File: src/rtl/branch_predict_unit.sv
// Branch condition evaluator with a direct-mapped table of 2-bit saturating predictors.
// Define BRANCH_STATS_EN to add saturating branch/mispredict event counters.
module branch_predict_unit #(
  parameter int DATA_W = 16,
  parameter int PC_W   = 16,
  parameter int IDX_W  = 4
) (
  input  logic              clk_pi,
  input  logic              reset_pi,
  input  logic [PC_W-1:0]   fetch_pc_pi,
  output logic              predict_taken_po,
  input  logic              resolve_valid_pi,
  input  logic [PC_W-1:0]   resolve_pc_pi,
  input  logic              predicted_taken_pi,
  input  logic [2:0]        cond_sel_pi,
  input  logic              signed_cmp_pi,
  input  logic [DATA_W-1:0] reg1_data_pi,
  input  logic [DATA_W-1:0] reg2_data_pi,
  input  logic              alu_carry_bit_pi,
  input  logic              flush_pi,
  output logic              resolve_valid_po,
  output logic              is_branch_taken_po,
  output logic              mispredict_po,
  output logic              ready_po
`ifdef BRANCH_STATS_EN
  ,
  output logic [31:0]       branch_count_po,
  output logic [31:0]       mispredict_count_po
`endif
);

  localparam int ENTRIES = 1 << IDX_W;

  logic [1:0]       table_q [ENTRIES];
  logic [IDX_W-1:0] init_idx;
  logic [IDX_W-1:0] fetch_idx;
  logic [IDX_W-1:0] res_idx;
  logic             cond_taken;
  logic             cond_trains;
  logic             accepted;
  logic             train;
  logic             ge_res;
  logic             le_res;
  logic [1:0]       cur_ctr;
  logic [1:0]       next_ctr;
  logic             unused_pc_bits;

  assign fetch_idx      = fetch_pc_pi[IDX_W-1:0];
  assign res_idx        = resolve_pc_pi[IDX_W-1:0];
  // Aliasing above the index bits is intentional; the upper PC bits are dropped.
  assign unused_pc_bits = ^{fetch_pc_pi, resolve_pc_pi};

  assign ge_res = signed_cmp_pi ? ($signed(reg1_data_pi) >= $signed(reg2_data_pi))
                                : (reg1_data_pi >= reg2_data_pi);
  assign le_res = signed_cmp_pi ? ($signed(reg1_data_pi) <= $signed(reg2_data_pi))
                                : (reg1_data_pi <= reg2_data_pi);

  always_comb begin
    cond_taken  = 1'b0;
    cond_trains = 1'b1;
    case (cond_sel_pi)
      3'd1:    cond_taken = (reg1_data_pi == reg2_data_pi);
      3'd2:    cond_taken = ge_res;
      3'd3:    cond_taken = le_res;
      3'd4:    cond_taken = alu_carry_bit_pi;
      3'd5:    cond_taken = (reg1_data_pi != reg2_data_pi);
      3'd6:    cond_taken = 1'b1;
      default: cond_trains = 1'b0;
    endcase
  end

  assign accepted = resolve_valid_pi & ~flush_pi & ready_po;
  assign train    = accepted & cond_trains;
  assign cur_ctr  = table_q[res_idx];

  always_comb begin
    next_ctr = cur_ctr;
    if (cond_taken) begin
      if (cur_ctr != 2'b11) next_ctr = cur_ctr + 2'b01;
    end else begin
      if (cur_ctr != 2'b00) next_ctr = cur_ctr - 2'b01;
    end
  end

  // Read-before-write: the lookup sees the table contents from before this edge.
  assign predict_taken_po = ready_po & table_q[fetch_idx][1];

  always_ff @(posedge clk_pi) begin
    if (!ready_po) begin
      table_q[init_idx] <= 2'b01;
    end else if (train) begin
      table_q[res_idx] <= next_ctr;
    end
  end

  always_ff @(posedge clk_pi or posedge reset_pi) begin
    if (reset_pi) begin
      ready_po           <= 1'b0;
      init_idx           <= '0;
      resolve_valid_po   <= 1'b0;
      is_branch_taken_po <= 1'b0;
      mispredict_po      <= 1'b0;
    end else begin
      if (!ready_po) begin
        init_idx <= init_idx + 1'b1;
        if (init_idx == '1) ready_po <= 1'b1;
      end
      resolve_valid_po <= accepted;
      mispredict_po    <= accepted & (cond_taken != predicted_taken_pi);
      if (accepted) is_branch_taken_po <= cond_taken;
    end
  end

`ifdef BRANCH_STATS_EN
  always_ff @(posedge clk_pi or posedge reset_pi) begin
    if (reset_pi) begin
      branch_count_po     <= '0;
      mispredict_count_po <= '0;
    end else begin
      if (train && (branch_count_po != '1)) branch_count_po <= branch_count_po + 32'd1;
      if (resolve_valid_po && mispredict_po && (mispredict_count_po != '1))
        mispredict_count_po <= mispredict_count_po + 32'd1;
    end
  end
`endif

endmodule
File: config.mk
export PLATFORM = sky130hd
export DESIGN_NAME = branch_predict_unit
export DESIGN_NICKNAME = d
export VERILOG_FILES = /design/src/rtl/branch_predict_unit.sv
export SDC_FILE = /design/constraint.sdc
export NUM_CORES = 1
export LEC_CHECK = 0
export CORE_MARGIN = 2
export CORE_UTILIZATION = 46
export DETAILED_ROUTE_END_ITERATION = 8
export GPL_TIMING_DRIVEN = 0
export PLACE_DENSITY = 0.9
export SYNTH_ARGS = -nofsm -noshare
export SYNTH_HDL_FRONTEND = slang
export SYNTH_SLANG_ARGS = --single-unit
File: constraint.sdc
create_clock -name clk_pi -period 2.45 [get_ports clk_pi]
set_clock_uncertainty 0.15 [all_clocks]
set_input_delay 0.245 -clock clk_pi [delete_from_list [all_inputs] [get_ports clk_pi]]
set_output_delay 0.245 -clock clk_pi [all_outputs]
set_load 0.02 [all_outputs]
### Yosys cells after proc, flatten, opt, wreduce, memory -nomap -nowiden

Memories as Yosys holds them, arrays and structs flattened.
Index checks and enable logic that the tools add are counted.

| word-level totals | value |
|---|---|
| register bits | 8 |
| bits in latches | 0 |
| bits in writable memories | 32 |
| memory bits (read-only) | 0 |
| output and inout bits | 5 |
| memories kept | 1 |

| cells by class | value |
|---|---|
| add/sub/neg operators | 3 |
| multiply operators | 0 |
| divide/modulo/power cells | 0 |
| $lt $le $gt $ge | 4 |
| equality and inequality tests | 11 |
| shift operators | 0 |
| muxes and demuxes | 16 |
| bitwise gates (word level) | 6 |
| reduce and logical (&&, ||, !) cells | 3 |

Memories:

| name | depth | bits a word | read ports | clocked after Yosys merged registers in | wr ports | RTL line | source |
|---|---|---|---|---|---|---|---|
| table_q | 16 | 2 | 2 | 0 | 1 | 34 | `logic [1:0] table_q [ENTRIES];` |

Operator list:

| kind | count |
|---|---|
| greater-or-equal comparator 16 bit | 2 |
| less-or-equal comparator 16 bit | 2 |
| == test 16 bit | 1 |
| inequality test 16 bit | 1 |
| two-way mux 1 bit | 10 |
| == test 3 bit, second input constant | 3 |
| two-way mux 2 bit | 4 |
| == test 3 x 2 -> 1 bit, second input constant | 2 |
| case mux 1 bit (6 select lines) | 1 |
| OR reduction 6 bit | 1 |
| bitwise AND 1 bit | 5 |
| adder 4 x 1 -> 4 bit, second input constant | 1 |
| == test 4 bit, second input constant | 1 |
| two-way mux 4 bit | 1 |
| == test 3 x 1 -> 1 bit, second input constant | 1 |
| adder 2 x 1 -> 2 bit, second input constant | 1 |
| inequality test 2 bit, second input constant | 1 |
| nonzero test 2 bit | 1 |
| OR reduction 2 bit | 1 |
| subtractor 2 x 1 -> 2 bit, second input constant | 1 |
| inequality test 1 bit | 1 |
| inverter 1 bit | 1 |

### Longest topological paths before layout

Gate-level depths: netlist of the first run.

| depth | value |
|---|---|
| depth after elaboration | 9 |
| mapped depth | 9 |
| depth with buffers taken out | 9 |

### Worst setup path before layout of the first run

No wires, ideal clock.

| timing path | value |
|---|---|
| path type | input to register |
| start | in reg2_data_pi[15] |
| end | mem table_q[0][0], data pin |
| data arrival time | 2.240 ns |
| required time | 1.998 ns |
| path slack | -0.242 ns |
| cell stages on the path | 9 |
| path through | inv_1 ha_1 nand4_2 or2_1 a211oi_1 nor3_1 nor3_2 a2111oi_0 a31oi_1 |

| between the ends | value |
|---|---|
| word-level cells in the longest chain between the ends | 5 |

Ends and longest elaborated chain:

| what | RTL line | source |
|---|---|---|
| start: declaration | 18 | `input logic [DATA_W-1:0] reg2_data_pi,` |
| less-or-equal comparator 16 bit (tied with other cells) | 56 | `: (reg1_data_pi <= reg2_data_pi);` |
| two-way mux 1 bit, on equally long branches | 55, 53 |  |
| case mux 1 bit (6 select lines) (*) | 61 | `case (cond_sel_pi)` |
| two-way mux 2 bit (*) | 78 | `if (cond_taken) begin` |
| two-way mux 2 bit (no source line) (*) | - |  |
| end: declaration | 34 |  |

Every way passes the cells marked *; elsewhere a longest branch is shown, timed or not.

### Worst setup path in the final report of the first run

| timing path | value |
|---|---|
| start | in resolve_pc_pi[1] |
| end | mem table_q[11][0], data pin |

| between the ends | value |
|---|---|
| word-level cells in the longest chain between the ends | 5 |

Ends and longest elaborated chain:

| what | RTL line | source |
|---|---|---|
| start: declaration | 13 | `input logic [PC_W-1:0] resolve_pc_pi,` |
| memory (16 x 2 bit) (*) | - |  |
| subtractor 2 x 1 -> 2 bit (tied with other cells) | 81 | `if (cur_ctr != 2'b00) next_ctr = cur_ctr - 2'b01;` |
| two-way mux 2 bit, on equally long branches | 81, 79 |  |
| two-way mux 2 bit (*) | 78 |  |
| two-way mux 2 bit (no source line) (*) | - |  |

Marks and branches as above.

==> results of run 1 <==
## routing by layer
| layer | wire length [um] | vias up |
|---|---|---|
| met2 | 4193 | 207 |
| met4 | 505 | 0 |
| met3 | 783 | 67 |
| met1 | 3157 | 1155 |
| li1 | - | 973 |
| met5 | 0 | - |
## worst reg2reg max path, delay by kind of cell, from the launching register on
kind,cells,cell delay (ns)
DFF,1,0.42
buffers and inverters,2,0.31
and+or+nand+nor,2,0.20
muxes,1,0.51
AOI/OAI and AO/OA,3,0.76
## logic make-up (layout without fill, tap and decap cells)
kind of cell	after synthesis	in the layout	synth area share [%]
and+or+nand+nor	70	70	15.51
DFF	40	40	47.81
AOI/OAI and AO/OA	36	36	10.25
buffers and inverters	26	119	4.070
adders and majority gates	17	17	8.758
muxes	14	14	12.52
xor gates and xnor gates	3	3	1.082
## worst max-delay path by stage
| stage | start | to | cells after the start |
|---|---|---|---|
| CTS | reg1_data_pi[9] | mispredict_po | 11 |
| detailed placement | reg2_data_pi[9] | table_q[8][1] | 10 |
| global route | table_q[3][1] | table_q[12][0] | 8 |
| floorplan | reg2_data_pi[11] | table_q[0][0] | 9 |
| finish | resolve_pc_pi[1] | table_q[11][0] | 10 |
| global placement | reg2_data_pi[11] | table_q[10][1] | 10 |
## power groups by stage
stage               logic [W]  clock network, W  registers [W]
CTS                  0.000384          0.000425       0.000747
detailed placement   0.000299                 0       0.000763
global route         0.000482          0.000462       0.000749
finish               0.000461          0.000439       0.000748
floorplan            0.000156                 0       0.000768
global placement     0.000289                 0       0.000762
## what timing repair did
item	4_1_cts	5_1_grt
gates cloned	1	0
setup buffers	19	15
setup endpoints to repair	60	65
resized for setup	137	62
pin swaps	26	26
## registers in the layout, indices dropped and copies added, names as in the netlist
signal and flops:
init_idx 4, is_branch_taken_po 1, mispredict_po 1, ready_po 1
resolve_valid_po 1, table_q 32
## cell usage after synthesis, types with 2 or more instances
master    instances
a211oi_1          2
a21oi_1          11
a22oi_1           2
a31oi_1           2
a32oi_1           2
and3_1            3
clkbuf_1          4
dfrtp_1           8
edfxtp_1         32
ha_1             17
inv_1            21
mux4_2           13
nand2_1           7
nand2b_1          2
nand3_1           8
nand3b_1          2
nand4_1           4
nor2_1           21
nor2b_1           4
nor3_1            5
nor3b_1           4
o211ai_1          2
o21a_1            2
o21ai_0           4
or3_1             2
xnor2_1           3
## per-stage QoR
| step | total power (W) | TNS, ns | instance area (um2) |
|---|---|---|---|
| 2_1_floorplan | 0.0009235 | 0 | 2505 |
| 3_3_place_gp | 0.001051 | -32.08 | 3133 |
| 3_5_place_dp | 0.001062 | -34.97 | 3133 |
| 4_1_cts | 0.001556 | 0 | 3600 |
| 5_1_grt | 0.001694 | -4.660 | 3799 |
| 6_report | 0.001648 | -3.194 | 3799 |
## final cells by class
class / count / area [um2] / area share [%]
clock inverter: 3 / 18.77 / 0.4941
tap: 70 / 87.58 / 2.306
timing repair buffer: 86 / 778.2 / 20.49
multi-input combinational: 140 / 1570 / 41.34
buffer: 4 / 33.78 / 0.8893
inverter: 21 / 78.83 / 2.075
sequential: 40 / 1162 / 30.60
clock buffer: 5 / 68.82 / 1.812
==> impl_results.md, run 1 <==
- Status: finished, violations left
- Failing checks: setup timing
- Tcrit/Tclk final: 106.2%
- Switch share: 28.59%
- CTS sink cnt: 40
- GRT met1 Usage: 30.96%
- Crit-path slowest cell: clkdlybuf4s50_1
- GRT busiest layer: met2
- FF+latch count, synth: 40
- Chip Height: 76.66 um
- Hold_ws: 0.02273 ns
- PortBufs: 54
- Total track usage: 25.20%
- Worst r2r path cells: 8
- Max stage delay on crit path: 0.51 ns
- Worst-skew pair later-pin latency: 0.31 ns
- Hpwl dp: 4.269 mm
- Root buffer cell: clkbuf_8
- Die ar.: 5877 um2
- # fillers: 297
- Leakage power: 1.458 nW
- Largest cells by area after synthesis: edfxtp_1 40%, mux4_2 12%, ha_1 8.8%
- Seq/Total Area, Yosys: 47.81%
- First-pass GRT wire length: 11.39 mm
- Syn Nets: 297
- Grt ovf: 0
- Buf+Inv Stages, Crit Path: 4
- Crit-path leading delay family: buffers and inverters
- P&R area growth vs syn: 56.41%
- Worst-path clk slew: 0.08 ns
- Initial core utilization: 47.55%
- CP Max Fanout: 6
- Met3 Usage GRT: 4.588%
- # IOs: 79
- Clock share of power: 26.7%
- Cell chain of the critical path: clkdlybuf4s50_1 -> clkbuf_8 -> mux4_2 -> a22oi_2 -> nand3_2 -> inv_2 -> nand2_4 -> a2111oi_4 -> a31oi_4 -> clkbuf_16
- Number of global-route vias before repair: 2203
- Cts hold-fix bufs: 0
- Final setup margin: -0.1511 ns
- Reg2Reg Launch Point: table_q[3][1]
- Cell Area, Synth: 2429 um2
- # setup viols final: 34
- Yosys warns: 0
- Syn Inst Count: 206
- Flop pwr share: 45.4%
- DRC violations left: 0
- R2r setup slk: -0.14 ns
- Pwr Density: 433.7 nW/um2
- Initial antenna violation count: 0
- Top-area cell type share of the netlist area: 39.57%
- Period minus WS final: 2.601 ns
- CTS max path bufs: 2
- Final core utilization: 74.38%
- Crit path kind: in2reg
- Ratio of cells with drive above 1 in the final layout: 51.51%
- Max capacitance violation total: 0
- P_sw: 0.0004710 W
- Num CTS Buffers: 5
- Core ar.: 5107 um2
- Synthesized area per cell: 11.79 um2
- Top_reg_cell synth: edfxtp_1
- Netlist cell types: 45
- Worst EP arrival: 2.52 ns
- Hold Path Class: in2async
- H-Tree Level Count: 2
- Pin count of the biggest net entering global routing: 17
- Internal Pwr Total: 0.001177 W
- Via density: 6.509
- Die X: 76.66 um
- Most frequent cells in the layout: 32 x edfxtp_1, 25 x buf_4, 16 x inv_2, 16 x clkdlybuf4s50_1, 15 x ha_4
- Commonest non-fill, non-tap cell in the layout: edfxtp_1
- Asr flop ratio synth: 20.00%
- DP Worst Slack: -0.8917 ns
- Max Slew Vio Count: 0
- Core Rows: 26
- Max Clk Rate: 0.3845 GHz
- Placed Instances: 330
- M2 GR Usage: 42.72%
- Drt first-iter violations: 338
- WP data required: 2.36 ns
- CP Launch Type: input pin
- # diodes: 0
- WL per Instance: 23.41 um
- Drt pass-1 iters: 6
- Comb pwr share: 28.0%
- Relative slew margins: 65.47%
- Crit path capture type: register
- Max rail drop VDD: 0.4039 mV
- DRT Wirelength: 8.639 mm
- Final Hold Fails: 0
- Cell taking the most area after synthesis: edfxtp_1
- CTS tree: built
- RSZ-0062 raised after global routing: yes
- Vias: 2402
- Worst-Margin Slew: 0.5160 ns
- Final nets: 389
- Gpl congestion: 0.8926
- Non-Filler Instances: 369
- ANT nets after route: 0
- Crit Reg-Reg Endpoint: table_q[11][0]
- Post-synth EDFFs: 32
Power figures use the tool's default switching activity.
==> run 2, diff against run 1 <==
Settings changed: CELL_PAD_IN_SITES_DETAIL_PLACEMENT from default to 1, CELL_PAD_IN_SITES_GLOBAL_PLACEMENT from default to 1, CORE_UTILIZATION 46 to 36, PLACE_DENSITY 0.9 to 0.91.
==> impl_results.md, run 2 (synthesis gave the netlist of run 1 again) <==
- Status: finished, violations left
- Failing checks: setup timing
- Placed cell area: 3142 um2
- Leakage power: 1.493 nW
- CP Max Fanout: 8
- Most frequent cells in the layout: 32 x edfxtp_1, 30 x buf_4, 26 x clkbuf_2
- Relative slew margins: 61.39%
- Largest reg by FF count: table_q
- # IOs: 79
- Fin area: 3851 um2
- Hold Path Class: in2async
- WP data required: 2.30 ns
- Pin count of the biggest net entering global routing: 17
- Crit path capture type: register
- RSZ-0062 raised after global routing: yes
- Core ar.: 6422 um2
- Tcrit/Tclk final: 108.3%
- Flip-flop count of the largest register after layout: 32
- Cts hold-fix bufs: 0
- Max Slew Vio Count: 0
- Placed Instances: 337
- Worst EP arrival: 2.50 ns
- Grt ovf: 0
- ANT nets after route: 0
- Final core utilization: 59.96%
- Number of global-route vias before repair: 2469
- Via density: 6.337
- Final Hold Fails: 0
- First-pass GRT wire length: 13.77 mm
- Ratio of cells with drive above 1 in the final layout: 53.44%
- Num CTS Buffers: 5
- DRC violations left: 0
- Period minus WS final: 2.654 ns
- CTS max path bufs: 2
- WL per Instance: 28.41 um
- Final nets: 395
- Max Clk Rate: 0.3768 GHz
- CTS tree: built
- Crit path kind: in2reg
- PortBufs: 54
- Commonest non-fill, non-tap cell in the layout: edfxtp_1
- Core Rows: 29
- P&R area growth vs syn: 58.58%
- Largest regs: table_q (32), init_idx (4)
- # setup viols final: 33
- Pwr Density: 463.4 nW/um2
- Worst-path clk slew: 0.08 ns
- Worst r2r path cells: 8
- Non-Filler Instances: 383
- Hpwl dp: 5.365 mm
- Gpl congestion: 0.7977
- Initial core utilization: 37.81%
- Initial antenna violation count: 0
- Critical Path End: table_q[1][0]
- Vias: 2427
- Worst-skew pair later-pin latency: 0.30 ns
- Worst-Margin Slew: 0.5770 ns
- Chip Height: 86.14 um
- Max rail drop VDD: 0.3084 mV
- Root buffer cell: clkbuf_8
- Critical Path Source: reg2_data_pi[3]
- CP Launch Type: input pin
- Crit Reg-Reg Endpoint: table_q[1][0]
- Drt first-iter violations: 238
- H-Tree Level Count: 2
- CTS sink cnt: 40
- Die X: 86.14 um
- Total track usage: 24.71%
- Reg2Reg Launch Point: table_q[3][1]
- Drt pass-1 iters: 5
- Final setup margin: -0.2037 ns
- Power Total: 0.001785 W
- Max capacitance violation total: 0
- R2r setup slk: -0.13 ns
- DRT Wirelength: 10.88 mm
- Die ar.: 7419 um2
- DP Worst Slack: -1.061 ns
run 2: timing repair:
item	4_1_cts	5_1_grt
cloned	1	1
endpoints found under the setup margin	62	64
setup buffers	23	16
pin swaps	31	34
gates resized for setup	118	86
run 2: where the power goes:
group	switching, W	leakage, nW	internal, W
clock network	0.000242	0.0558	0.000302
registers	0.00000321	0.392	0.000745
logic	0.000255	1.05	0.000238
total	0.000500	1.49	0.00128
run 2: through the flow:
step | hold WS, ns | setup TNS (ns)
final | 0.03966 | -5.865
after global routing | 0.07511 | -7.923
after CTS | 0.06600 | 0
after detailed placement | 0.3720 | -41.79
after global placement | 0.3524 | -34.04
after floorplan | -0.08934 | 0
run 2: worst min-delay path by stage:
| stage | from | end | slack (ns) | cells past startpoint |
|---|---|---|---|---|
| 2_1_floorplan | reset_pi | init_idx[0] | -0.09 | 1 |
| 5_1_grt | reset_pi | init_idx[3] | 0.08 | 2 |
| 4_1_cts | reset_pi | ready_po | 0.07 | 2 |
| 3_3_place_gp | reset_pi | mispredict_po | 0.35 | 2 |
| 3_5_place_dp | reset_pi | mispredict_po | 0.37 | 2 |
| 6_report | reset_pi | init_idx[3] | 0.04 | 2 |
run 2: final cells by class:
cell class	instances	area, um2
antenna	1	2.502
timing repair buffer	91	740.7
clock inverter	3	42.54
sequential	40	1162
multi-input combinational	141	1620
inverter	21	81.33
buffer	4	36.28
fill	650	2571
tap	77	96.34
clock buffer	5	68.82
run 2: worst max-delay path, stage by stage:
cell and delay [ns]:
clkbuf_2 0.11, inv_2 0.05, ha_4 0.28, nand4_1 0.20, nor4_4 0.40, nand3_1 0.16, nand3b_1 0.26, nand2_4 0.11
a2111oi_4 0.39, buf_4 0.22, a31oi_4 0.07
run 2: layer usage:
metal	up-vias	part of all wire, %	GRT usage, %
met4	0	4.6	7.792
met2	153	51	43.69
met3	54	5.8	4.524
met5	-	0	0
met1	1232	39	30.47
li1	988	-	-
==> RTL change (config.mk and constraints of run 1) <==
The option `BRANCH_STATS_EN` is turned on by a define.
--- a/src/rtl/branch_predict_unit.sv
+++ b/src/rtl/branch_predict_unit.sv
@@ -1,4 +1,6 @@
 // Branch condition evaluator with a direct-mapped table of 2-bit saturating predictors.
 // Define BRANCH_STATS_EN to add saturating branch/mispredict event counters.
+`define BRANCH_STATS_EN
+
 module branch_predict_unit #(
   parameter int DATA_W = 16,
Check against the original RTL (old outputs only; new: branch_count_po and mispredict_count_po): equivalent (equiv_simple and equiv_induct, registers matched by name and starting in step).
==> RTL change against run 1 <==
The run now ends clean. Worst setup slack improved by 0.15 ns. Fmax increased by 6.3%. Synthesized cell count is 120% higher. Final area grew 96%. Wire length increased by 59%. Critical path depth decreased by 3. Count of clock-buffer cells in the layout is 5 higher. Total power rose to 2.5 times the old value. Register-to-register slack improved by 0.24 ns. Synthesized area is 120% higher. Sequential cell count is 64 higher. Largest power group unchanged.
==> RTL change: results (changes against run 1) <==
worst r2r src ready_po (was table_q[3][1]); number of cells on the worst reg-to-reg path 7 (was 8); count of placed standard cells in the final layout, fillers left out 746 (was 369); global-route wire length before repair 22.1 mm (was 11.4 mm); dominant register cell in the synthesized netlist dfrtp_1 (was edfxtp_1); Placement Setup Slack -0.848 ns (was -0.892 ns); top flop regs branch_count_po (32), mispredict_count_po (32), table_q (32) (was table_q (32), init_idx (4)); combined global-route utilization of all metal layers 22.0% (was 25.2%); Worst IR Drop VDD 0.763 mV (was 0.404 mV); outcome completed (was complete, but fails checks); critical path endpoint table_q[7][0] (was table_q[11][0]); sum of net half-perimeters after detailed placement 9.22 mm (was 4.27 mm); number of fillers in the final layout 839 (was 297); final net count 691 (was 389); Slew Limit Headroom 41.8% (was 65.5%); fraction of layout cells with a size suffix above 1 25.5% (was 51.5%); clock root buffer clkbuf_16 (was clkbuf_8); Setup-failing EPs final 0 (was 34); clock buffers created by TritonCTS 9 (was 5); top post-synthesis cells by count dfrtp_1 (72), xnor2_1 (48), nor2_1 (40) (was edfxtp_1 (32), inv_1 (21), nor2_1 (21)); critical path data arrival time 2.37 ns (was 2.52 ns); P_leak 3.03 nW (was 1.46 nW); largest fanout on the critical path 10 (was 6); pin count of the biggest net entering global routing 73 (was 17); detailed-route wire length on metal 1 5.28 mm (was 3.16 mm); endpoint of the most critical register-to-register path table_q[6][0] (was table_q[11][0]); routability congestion estimate 0.855 (was 0.893); count of buffers from port buffering 118 (was 54); register area share after synthesis 52.2% (was 47.8%); total iterations of the first detailed-routing run 5 (was 6); area post-placement 6690 µm² (was 3130 µm²); Synth area leaders dfrtp_1 (34%), edfxtp_1 (18%), xnor2_1 (7.9%), mux4_2 (5.5%), ha_1 (4.5%) (was edfxtp_1 (40%), mux4_2 (12%), ha_1 (8.8%), dfrtp_1 (8.2%), inv_1 (3.2%)); FF-to-FF setup slack 0.10 ns (was -0.14 ns); number of DRC violations after detailed-routing iteration 0 244 (was 338); clk_lat worst skew 0.34 ns (was 0.31 ns); count of distinct cell types in the synthesized netlist 51 (was 45); number of placed instances, taps included 710 (was 330); mean routed wirelength per cell 18.5 µm (was 23.4 µm); met3 WL post-DR 687 µm (was 783 µm); crit path time final 2.45 ns (was 2.60 ns); Post-Syn Instances 449 (was 206); vias in the first global route 4537 (was 2203); Synth Net Count 542 (was 297); length of routed met2 wiring 7.28 mm (was 4.19 mm); H-tree Lvls 3 (was 2); post-synthesis async set-or-reset flop share 69.2% (was 20.0%)
RTL change: worst min-delay path by stage:
stage / from / to / slack (ns)
finish: reset_pi / mispredict_count_po[10] / 0.28
global route: mispredict_count_po[23] / mispredict_count_po[23] / 0.36
CTS: reset_pi / mispredict_count_po[4] / 0.33
detailed placement: mispredict_count_po[26] / mispredict_count_po[26] / 0.33
global placement: mispredict_count_po[21] / mispredict_count_po[21] / 0.33
floorplan: cond_sel_pi[2] / is_branch_taken_po / 0.31
RTL change: where the power goes:
| group | switching [mW] | internal, mW |
|---|---|---|
| combinational | 0.355 | 0.345 |
| clock | 0.649 | 0.902 |
| sequential | 0.0856 | 1.86 |
RTL change: area by class of cell:
type / count / area, µm² / area share [%]
timing repair buffer: 138 / 1290 / 17.3
clock buffer: 10 / 229 / 3.07
tap: 143 / 179 / 2.40
buffer: 4 / 33.8 / 0.453
inverter: 26 / 100 / 1.34
multi-input combinational: 315 / 2760 / 37.1
clock inverter: 6 / 90.1 / 1.21
sequential: 104 / 2770 / 37.1
RTL change: metrics by stage:
stage	setup TNS (ns)	hold slack [ns]	power (mW)
final	0	0.281	4.19
after global routing	-0.0336	0.363	4.36
after CTS	-0.0247	0.329	4.20
after floorplan	-0.688	0.313	2.28
after detailed placement	-41.28	0.335	2.58
after global placement	-94.31	0.325	2.55
RTL change: critical path, stage by stage:
cell and delay [ns]:
clkdlybuf4s50_1 0.55, clkbuf_4 0.26, mux4_2 0.34, a22o_1 0.24
a221oi_2 0.25, maj3_2 0.35, nand2_4 0.12
RTL change: timing repair:
item | in CTS | in global routing
setup buffers | 14 | 6
cloned | 1 | 1
pin swaps | 20 | 17
gates resized for setup | 129 | 42
setup endpoints to repair | 60 | 87
RTL change: kinds of logic (layout without fill, tap and decap cells):
group | count (synthesis) | in the layout | share of synthesized area [%]
buf+inv | 31 | 184 | 2.29
compound gates | 37 | 37 | 5.25
xor+xnor | 67 | 67 | 11.1
fa+ha+maj | 21 | 21 | 4.87
simple gates | 173 | 174 | 18.2
flops | 104 | 104 | 52.2
mux | 16 | 16 | 6.17
RTL change: layer usage:
layer  GRT usage (%)  up-vias
met5               0        -
met4            9.30        0
met1            25.6     2101
met3            5.30       49
li1                -     1937
met2            38.9      153
